**src/rtl/pwm_meter_pkg.sv**
```systemverilog
// Shared state encoding and arithmetic helpers for the pwm_meter block.
// Latency: none, this file holds only types and pure functions.
// Backpressure: none.
package pwm_meter_pkg;

  // Per-channel measurement FSM states
  typedef enum logic [1:0] {
    ST_IDLE = 2'd0,
    ST_ARM  = 2'd1,
    ST_HIGH = 2'd2,
    ST_LOW  = 2'd3
  } ch_state_t;

  // Bits needed to hold a prescaler count of 0..presc-1 (never below 1)
  function automatic int presc_width(input int presc);
    return (presc <= 2) ? 1 : $clog2(presc);
  endfunction

  // Increment that sticks at the all-ones value of a 'width'-bit field
  function automatic logic [63:0] sat_inc(input logic [63:0] val, input int width);
    logic [63:0] max_v;
    max_v = (width >= 64) ? {64{1'b1}} : ((64'd1 << width) - 64'd1);
    return (val == max_v) ? val : val + 64'd1;
  endfunction

endpackage

```
**src/rtl/pwm_channel.sv**
```systemverilog
// One measurement engine: synchroniser, phase FSM, saturating accumulators, results, sticky rdy.
// Latency: a cnt edge sampled at edge k is captured (results and rdy) at edge k+SYNC_STAGES.
// Backpressure: none; rdy is sticky until ack, and a new capture overwrites unread results.
module pwm_channel
  import pwm_meter_pkg::*;
#(
  parameter int WIDTH       = 24,
  parameter int SYNC_STAGES = 2
) (
  input  logic             clk,
  input  logic             reset,
  input  logic             cnt,
  input  logic             en,
  input  logic             ack,
  input  logic             tick,
  output logic [WIDTH-1:0] res_p,
  output logic [WIDTH-1:0] res_m,
  output logic             res_ovf_p,
  output logic             res_ovf_m,
  output logic             rdy
);

  localparam logic [WIDTH-1:0] ACC_MAX = {WIDTH{1'b1}};

  logic [SYNC_STAGES-1:0] sync_q;
  logic                   hist_q;
  logic                   lvl;
  logic                   rise;
  logic                   fall;

  ch_state_t        state;
  logic [WIDTH-1:0] p_acc;
  logic [WIDTH-1:0] m_acc;
  logic             sat_p;
  logic             sat_m;
  logic [WIDTH-1:0] p_inc;
  logic [WIDTH-1:0] m_inc;
  logic [WIDTH-1:0] fresh;

  assign lvl  = sync_q[SYNC_STAGES-1];
  assign rise = lvl & ~hist_q;
  assign fall = ~lvl & hist_q;

  assign p_inc = WIDTH'(sat_inc(64'(p_acc), WIDTH));
  assign m_inc = WIDTH'(sat_inc(64'(m_acc), WIDTH));
  // A phase entered on a tick cycle already owns that tick
  assign fresh = WIDTH'(tick);

  // Bring the asynchronous input into clk and keep one cycle of history for edge detection
  always_ff @(posedge clk) begin
    if (reset) begin
      sync_q <= '0;
      hist_q <= 1'b0;
    end else begin
      sync_q <= {sync_q[SYNC_STAGES-2:0], cnt};
      hist_q <= lvl;
    end
  end

  // Phase FSM: accumulate high/low ticks, capture on the closing edge, flag each full period
  always_ff @(posedge clk) begin
    if (reset) begin
      state     <= ST_IDLE;
      p_acc     <= '0;
      m_acc     <= '0;
      sat_p     <= 1'b0;
      sat_m     <= 1'b0;
      res_p     <= '0;
      res_m     <= '0;
      res_ovf_p <= 1'b0;
      res_ovf_m <= 1'b0;
      rdy       <= 1'b0;
    end else begin
      // A capture later in this block overrides the clear
      if (ack) rdy <= 1'b0;
      if (!en) begin
        state <= ST_IDLE;
        p_acc <= '0;
        m_acc <= '0;
        sat_p <= 1'b0;
        sat_m <= 1'b0;
      end else begin
        case (state)
          ST_IDLE: state <= ST_ARM;
          ST_ARM: begin
            // The phase in progress at enable time is partial, so wait for a clean rise
            if (rise) begin
              p_acc <= fresh;
              sat_p <= 1'b0;
              state <= ST_HIGH;
            end
          end
          ST_HIGH: begin
            if (fall) begin
              res_p     <= p_acc;
              res_ovf_p <= sat_p;
              m_acc     <= fresh;
              sat_m     <= 1'b0;
              state     <= ST_LOW;
            end else if (tick) begin
              p_acc <= p_inc;
              if (p_acc == ACC_MAX) sat_p <= 1'b1;
            end
          end
          ST_LOW: begin
            if (rise) begin
              res_m     <= m_acc;
              res_ovf_m <= sat_m;
              p_acc     <= fresh;
              sat_p     <= 1'b0;
              rdy       <= 1'b1;
              state     <= ST_HIGH;
            end else if (tick) begin
              m_acc <= m_inc;
              if (m_acc == ACC_MAX) sat_m <= 1'b1;
            end
          end
          default: state <= ST_IDLE;
        endcase
      end
    end
  end

endmodule

```
**src/rtl/pwm_meter.sv**
```systemverilog
// Multi-channel pulse-width meter with shared prescaler and registered channel-select readout; PWM_PERIOD_EN adds the period port.
// Latency: readout (count_p/count_m/ovf/period) lags the channel results and sel by 1 clk.
// Backpressure: none; per-channel rdy stays set until ack, new captures overwrite results.
module pwm_meter
  import pwm_meter_pkg::*;
#(
  parameter int  CH          = 2,
  parameter int  WIDTH       = 24,
  parameter int  PRESCALE    = 3,
  parameter int  SYNC_STAGES = 2,
  localparam int SEL_W       = (CH > 1) ? $clog2(CH) : 1
) (
  input  logic             clk,
  input  logic             reset,
  input  logic [CH-1:0]    cnt,
  input  logic [CH-1:0]    en,
  input  logic [SEL_W-1:0] sel,
  input  logic [CH-1:0]    ack,
  output logic [WIDTH-1:0] count_p,
  output logic [WIDTH-1:0] count_m,
  output logic             ovf,
  output logic [CH-1:0]    rdy
`ifdef PWM_PERIOD_EN
  ,
  output logic [WIDTH:0]   period
`endif
);

  localparam int              PS_W   = presc_width(PRESCALE);
  localparam logic [PS_W-1:0] PS_MAX = PS_W'(PRESCALE - 1);

  logic [PS_W-1:0]  ps_q;
  logic             tick;
  logic [WIDTH-1:0] res_p [CH];
  logic [WIDTH-1:0] res_m [CH];
  logic [CH-1:0]    ovf_p;
  logic [CH-1:0]    ovf_m;

  assign tick = (ps_q == PS_MAX);

  // Free-running prescaler shared by every channel, independent of en
  always_ff @(posedge clk) begin
    if (reset) begin
      ps_q <= '0;
    end else if (tick) begin
      ps_q <= '0;
    end else begin
      ps_q <= ps_q + PS_W'(1);
    end
  end

  for (genvar i = 0; i < CH; i++) begin : g_ch
    pwm_channel #(
      .WIDTH       (WIDTH),
      .SYNC_STAGES (SYNC_STAGES)
    ) u_ch (
      .clk       (clk),
      .reset     (reset),
      .cnt       (cnt[i]),
      .en        (en[i]),
      .ack       (ack[i]),
      .tick      (tick),
      .res_p     (res_p[i]),
      .res_m     (res_m[i]),
      .res_ovf_p (ovf_p[i]),
      .res_ovf_m (ovf_m[i]),
      .rdy       (rdy[i])
    );
  end

  // Registered readout of the selected channel; unpopulated select codes read as zero
  always_ff @(posedge clk) begin
    if (reset) begin
      count_p <= '0;
      count_m <= '0;
      ovf     <= 1'b0;
    end else if (int'(sel) < CH) begin
      count_p <= res_p[sel];
      count_m <= res_m[sel];
      ovf     <= ovf_p[sel] | ovf_m[sel];
    end else begin
      count_p <= '0;
      count_m <= '0;
      ovf     <= 1'b0;
    end
  end

`ifdef PWM_PERIOD_EN
  // Full period of the selected channel, one bit wider so the sum cannot wrap
  always_ff @(posedge clk) begin
    if (reset) begin
      period <= '0;
    end else if (int'(sel) < CH) begin
      period <= {1'b0, res_p[sel]} + {1'b0, res_m[sel]};
    end else begin
      period <= '0;
    end
  end
`endif

endmodule

```
**config.mk**
```make
export PLATFORM = sky130hd
export DESIGN_NAME = pwm_meter
export DESIGN_NICKNAME = d
export VERILOG_FILES = /design/src/rtl/pwm_meter_pkg.sv /design/src/rtl/pwm_channel.sv /design/src/rtl/pwm_meter.sv
export SDC_FILE = /design/constraint.sdc
export NUM_CORES = 1
export LEC_CHECK = 0
export BUFFER_PORTS_ARGS = -buffer_cell sky130_fd_sc_hd__buf_2
export CORE_ASPECT_RATIO = 1.25
export CORE_MARGIN = 5
export CORE_UTILIZATION = 55
export CTS_CLUSTER_SIZE = 8
export DETAILED_ROUTE_END_ITERATION = 6
export MAX_ROUTING_LAYER = met4
export PLACE_DENSITY = 0.73
export REMOVE_ABC_BUFFERS = 1
export SETUP_SLACK_MARGIN = 0.4
export SLEW_MARGIN = 20
export SYNTH_ARGS = -nofsm -noshare
export SYNTH_HDL_FRONTEND = slang
export SYNTH_HIERARCHICAL = 1
export SYNTH_SLANG_ARGS = --single-unit
```
**constraint.sdc**
```tcl
create_clock -name clk -period 3.7 [get_ports clk]
set_input_delay 0.37 -clock clk [delete_from_list [all_inputs] [get_ports clk]]
set_output_delay 0.37 -clock clk [all_outputs]
set_load 0.005 [all_outputs]
```
==> flow_metrics.env <==
export IMPL_yosys_register_bits=263
export IMPL_max_slew_margin_pct=34.2
export IMPL_postSynthCellCount=1337
export IMPL_drt_iter0_markers=864
export IMPL_required_ns=4.12
export IMPL_drv_slew=0
export IMPL_post_cts_resized=0
export IMPL_cp_arrival_ns=3.14
export IMPL_synth_edf_count=0
export IMPL_p_per_area_nw_per_um2=486
export IMPL_fin_skew_ns=0.00858
export IMPL_finalCritPeriodShare_pct=73.6
export IMPL_setup_viol=0
export IMPL_met3WireLength_um=1500
export IMPL_critPathMaxFanout=25
export IMPL_post_route_min_period_ns=2.72
export IMPL_diodes=0
export IMPL_holdPathEnd="g_ch[0].u_ch/sync_q[0]$_SDFF_PP0_"
export IMPL_drv_cap=0
export IMPL_layout_setup_ws_ns=0.978
export IMPL_portBuffers=59
export IMPL_num_vias=9582
export IMPL_r2r_end="g_ch[1].u_ch/res_m[11]$_SDFFE_PP0P_"
export IMPL_routed_top_layer="met4"
export IMPL_path_clk_slew_ns=0.05
export IMPL_timing_fmax_ghz=0.367
export IMPL_dp_final_hpwl_um=19100
export IMPL_drc=0
export IMPL_worst_pin_slew_ns=0.985
export IMPL_cts_htree_levels=2
export IMPL_r2r_start="g_ch[1].u_ch/state[0]$_SDFFE_PP0P_"
export IMPL_fin_nets=1388
export IMPL_coreArea_um2=20000
export IMPL_avgRoutedWirePerCell_um=17.1
export IMPL_synth_cell_types=81
export IMPL_clock_sinks=263
export IMPL_leakagePower_nw=4.47
export IMPL_grt_pass1_wl_um=45800
export IMPL_outcome="completed"
export IMPL_ys_warn_count=6
export IMPL_synth_top_cell_area_share_pct=47.6
export IMPL_initial_utilization_pct=55.4
export IMPL_synthesis_area_um2=11100
export IMPL_synthTopCellsByArea="dfxtp_1 (48%), nand2_1 (9.6%), a21oi_1 (6.9%)"
export IMPL_hold_depth=2
export IMPL_tns_ns=0
export IMPL_crit_path_end_kind="flop"
export IMPL_ys_async_sr_fraction_pct=0
export IMPL_wl_met2_um=14100
export IMPL_vdd_drop_max_mv=0.385
export IMPL_syn_area_per_cell_um2=8.27
export IMPL_clk_latency_ns=0.51
export IMPL_power_total_mw=6.05
export IMPL_antenna_found_initial=0
export IMPL_die_w_um=137
export IMPL_cts_root_buf="clkbuf_16"
export IMPL_first_global_vias=9307
export IMPL_crit_type="reg -> reg"
export IMPL_m1WireLength_um=11600
export IMPL_dieArea_um2=23100
export IMPL_hold_start="cnt[0]"
export IMPL_finalHoldViolCount=0
export IMPL_ios=60
export IMPL_cts_buffers=38
export IMPL_crit_path_start="g_ch[1].u_ch/state[0]$_SDFFE_PP0P_"
export IMPL_r2r_slack_ns=0.98
export IMPL_drtPass1Iterations=6
export IMPL_layout_commonest_cell="nand2_1"
export IMPL_rows=58
export IMPL_postCtsSetupBuffers=0
export IMPL_hp_class="in -> reg"
export IMPL_worstSetupStartpointType="flop"
export IMPL_drive_gt1_share_pct=10.5
export IMPL_cts_hold_buf=0
export IMPL_routed_wl_um=28100
export IMPL_grt_overflow=0
export IMPL_cts_tree="built"
export IMPL_grt_max_degree=87
export IMPL_pre_cts_slack_ns=1.02
export IMPL_syn2layout_area_growth_pct=12.5
export IMPL_vias_per_cell=5.82
export IMPL_yosys_area_top_type="dfxtp_1"
export IMPL_worstRegToRegCells=5
export IMPL_place_congestion=0.922
export IMPL_yosysSeqAreaShare_pct=47.6
export IMPL_grt_usage_pct=24.9
export IMPL_ys_flop_type="dfxtp_1"
export IMPL_layout_common_cells="nand2_1 (282), dfxtp_1 (263), a21oi_1 (152)"
export IMPL_cts_buffer_depth=3
export IMPL_antenna_left=0
export IMPL_die_y_um=169
export IMPL_rsz0062_at_grt="false"
## critical path, cell delays in order (launching register included)
cell,delay (ns)
dfxtp_1,0.70
inv_1,0.34
nor2_1,0.51
and3_1,0.79
nand2_1,0.14
a21oi_1,0.15
## power breakdown
| group | switching [mW] | leakage [nW] | total [mW] | internal, mW |
|---|---|---|---|---|
| logic | 0.102 | 1.85 | 0.144 | 0.0420 |
| clock network | 1.12 | 0.506 | 3.05 | 1.92 |
| registers | 0.0121 | 2.12 | 2.86 | 2.85 |
## flip-flops by register name, indices dropped and copies added, names as in the netlist, 4 cells and up
signal,cells
g_ch.u_ch/m_acc,48
g_ch.u_ch/p_acc,48
g_ch.u_ch/res_m,48
g_ch.u_ch/res_p,48
count_m,24
count_p,24
g_ch.u_ch/state,4
g_ch.u_ch/sync_q,4
## cells in the mapped netlist, types with 3 or more instances
library cell,instances
and2_1,6
nand2b_1,13
a211oi_1,4
or3_1,7
nand3b_1,3
buf_8,4
o21ai_0,62
or2_2,4
buf_6,3
a311oi_1,7
nor2_1,115
or3b_1,3
nand2_1,282
o31ai_1,10
xnor2_1,6
a31oi_1,15
xor2_1,6
and4_1,7
o211ai_1,4
inv_1,12
nor4_1,8
nor2b_1,15
or4_1,3
nand4_1,24
dfxtp_1,263
o21a_1,4
a22o_1,3
a41oi_1,6
and3_1,22
clkbuf_1,48
nor3_1,25
a21oi_1,152
a211o_1,3
ha_1,5
mux2i_1,50
buf_2,16
nand3_1,59
a21o_1,3
nor2_2,4
## final cells by class
cell class,count,area [um^2]
Tap cell,270,338
Sequential cell,263,5270
Clock buffer,42,1030
Timing Repair Buffer,71,388
Inverter,12,45.0
Fill cell,1782,7510
Multi-Input combinational cell,988,5380
## through the flow
| step | cell area, um^2 | util (%) | hold slack (ns) | std cells |
|---|---|---|---|---|
| after global placement | 11400 | 57.2 | 0.416 | 1604 |
| after floorplan | 10700 | - | 0.396 | 1263 |
| final | 12400 | 62.4 | 0.0771 | 1646 |
| after CTS | 12400 | 62.4 | 0.0623 | 1646 |
| after global routing | 12400 | 62.4 | 0.0788 | 1646 |
| after detailed placement | 11400 | 57.2 | 0.417 | 1604 |
## worst max path at each step
| stage | endpoint | slack [ns] | cells after the start |
|---|---|---|---|
| 2_1_floorplan | g_ch[0].u_ch/res_ovf_p$_SDFFE_PP0P_ | 1.22 | 5 |
| 3_3_place_gp | g_ch[1].u_ch/p_acc[17]$_SDFFE_PP0P_ | 0.99 | 6 |
| 3_5_place_dp | g_ch[1].u_ch/res_m[19]$_SDFFE_PP0P_ | 1.02 | 5 |
| 4_1_cts | g_ch[1].u_ch/res_m[19]$_SDFFE_PP0P_ | 0.99 | 5 |
| 5_1_grt | g_ch[1].u_ch/res_m[8]$_SDFFE_PP0P_ | 0.67 | 5 |
| 6_report | g_ch[1].u_ch/res_m[11]$_SDFFE_PP0P_ | 0.98 | 5 |
## layer usage
metal | vias to the layer above | track usage, %
li1 | 4730 | -
met1 | 4481 | 29.7
met2 | 304 | 42.3
met3 | 67 | 4.37
met4 | 0 | 8.94
met5 | - | -
## logic make-up (layout without fill, tap and decap cells)
| group | count (synthesis) | count (layout) | synth area share [%] |
|---|---|---|---|
| AND/OR/NAND/NOR | 624 | 624 | 26.6 |
| AO/OA/AOI/OAI | 297 | 297 | 15.9 |
| flip-flops | 263 | 263 | 47.6 |
| buffers and inverters | 86 | 125 | 3.87 |
| multiplexers | 50 | 50 | 4.52 |
| XOR/XNOR | 12 | 12 | 0.950 |
| adder cells (fa/ha/maj) | 5 | 5 | 0.566 |
No activity file was read; power rests on OpenSTA's default activity.
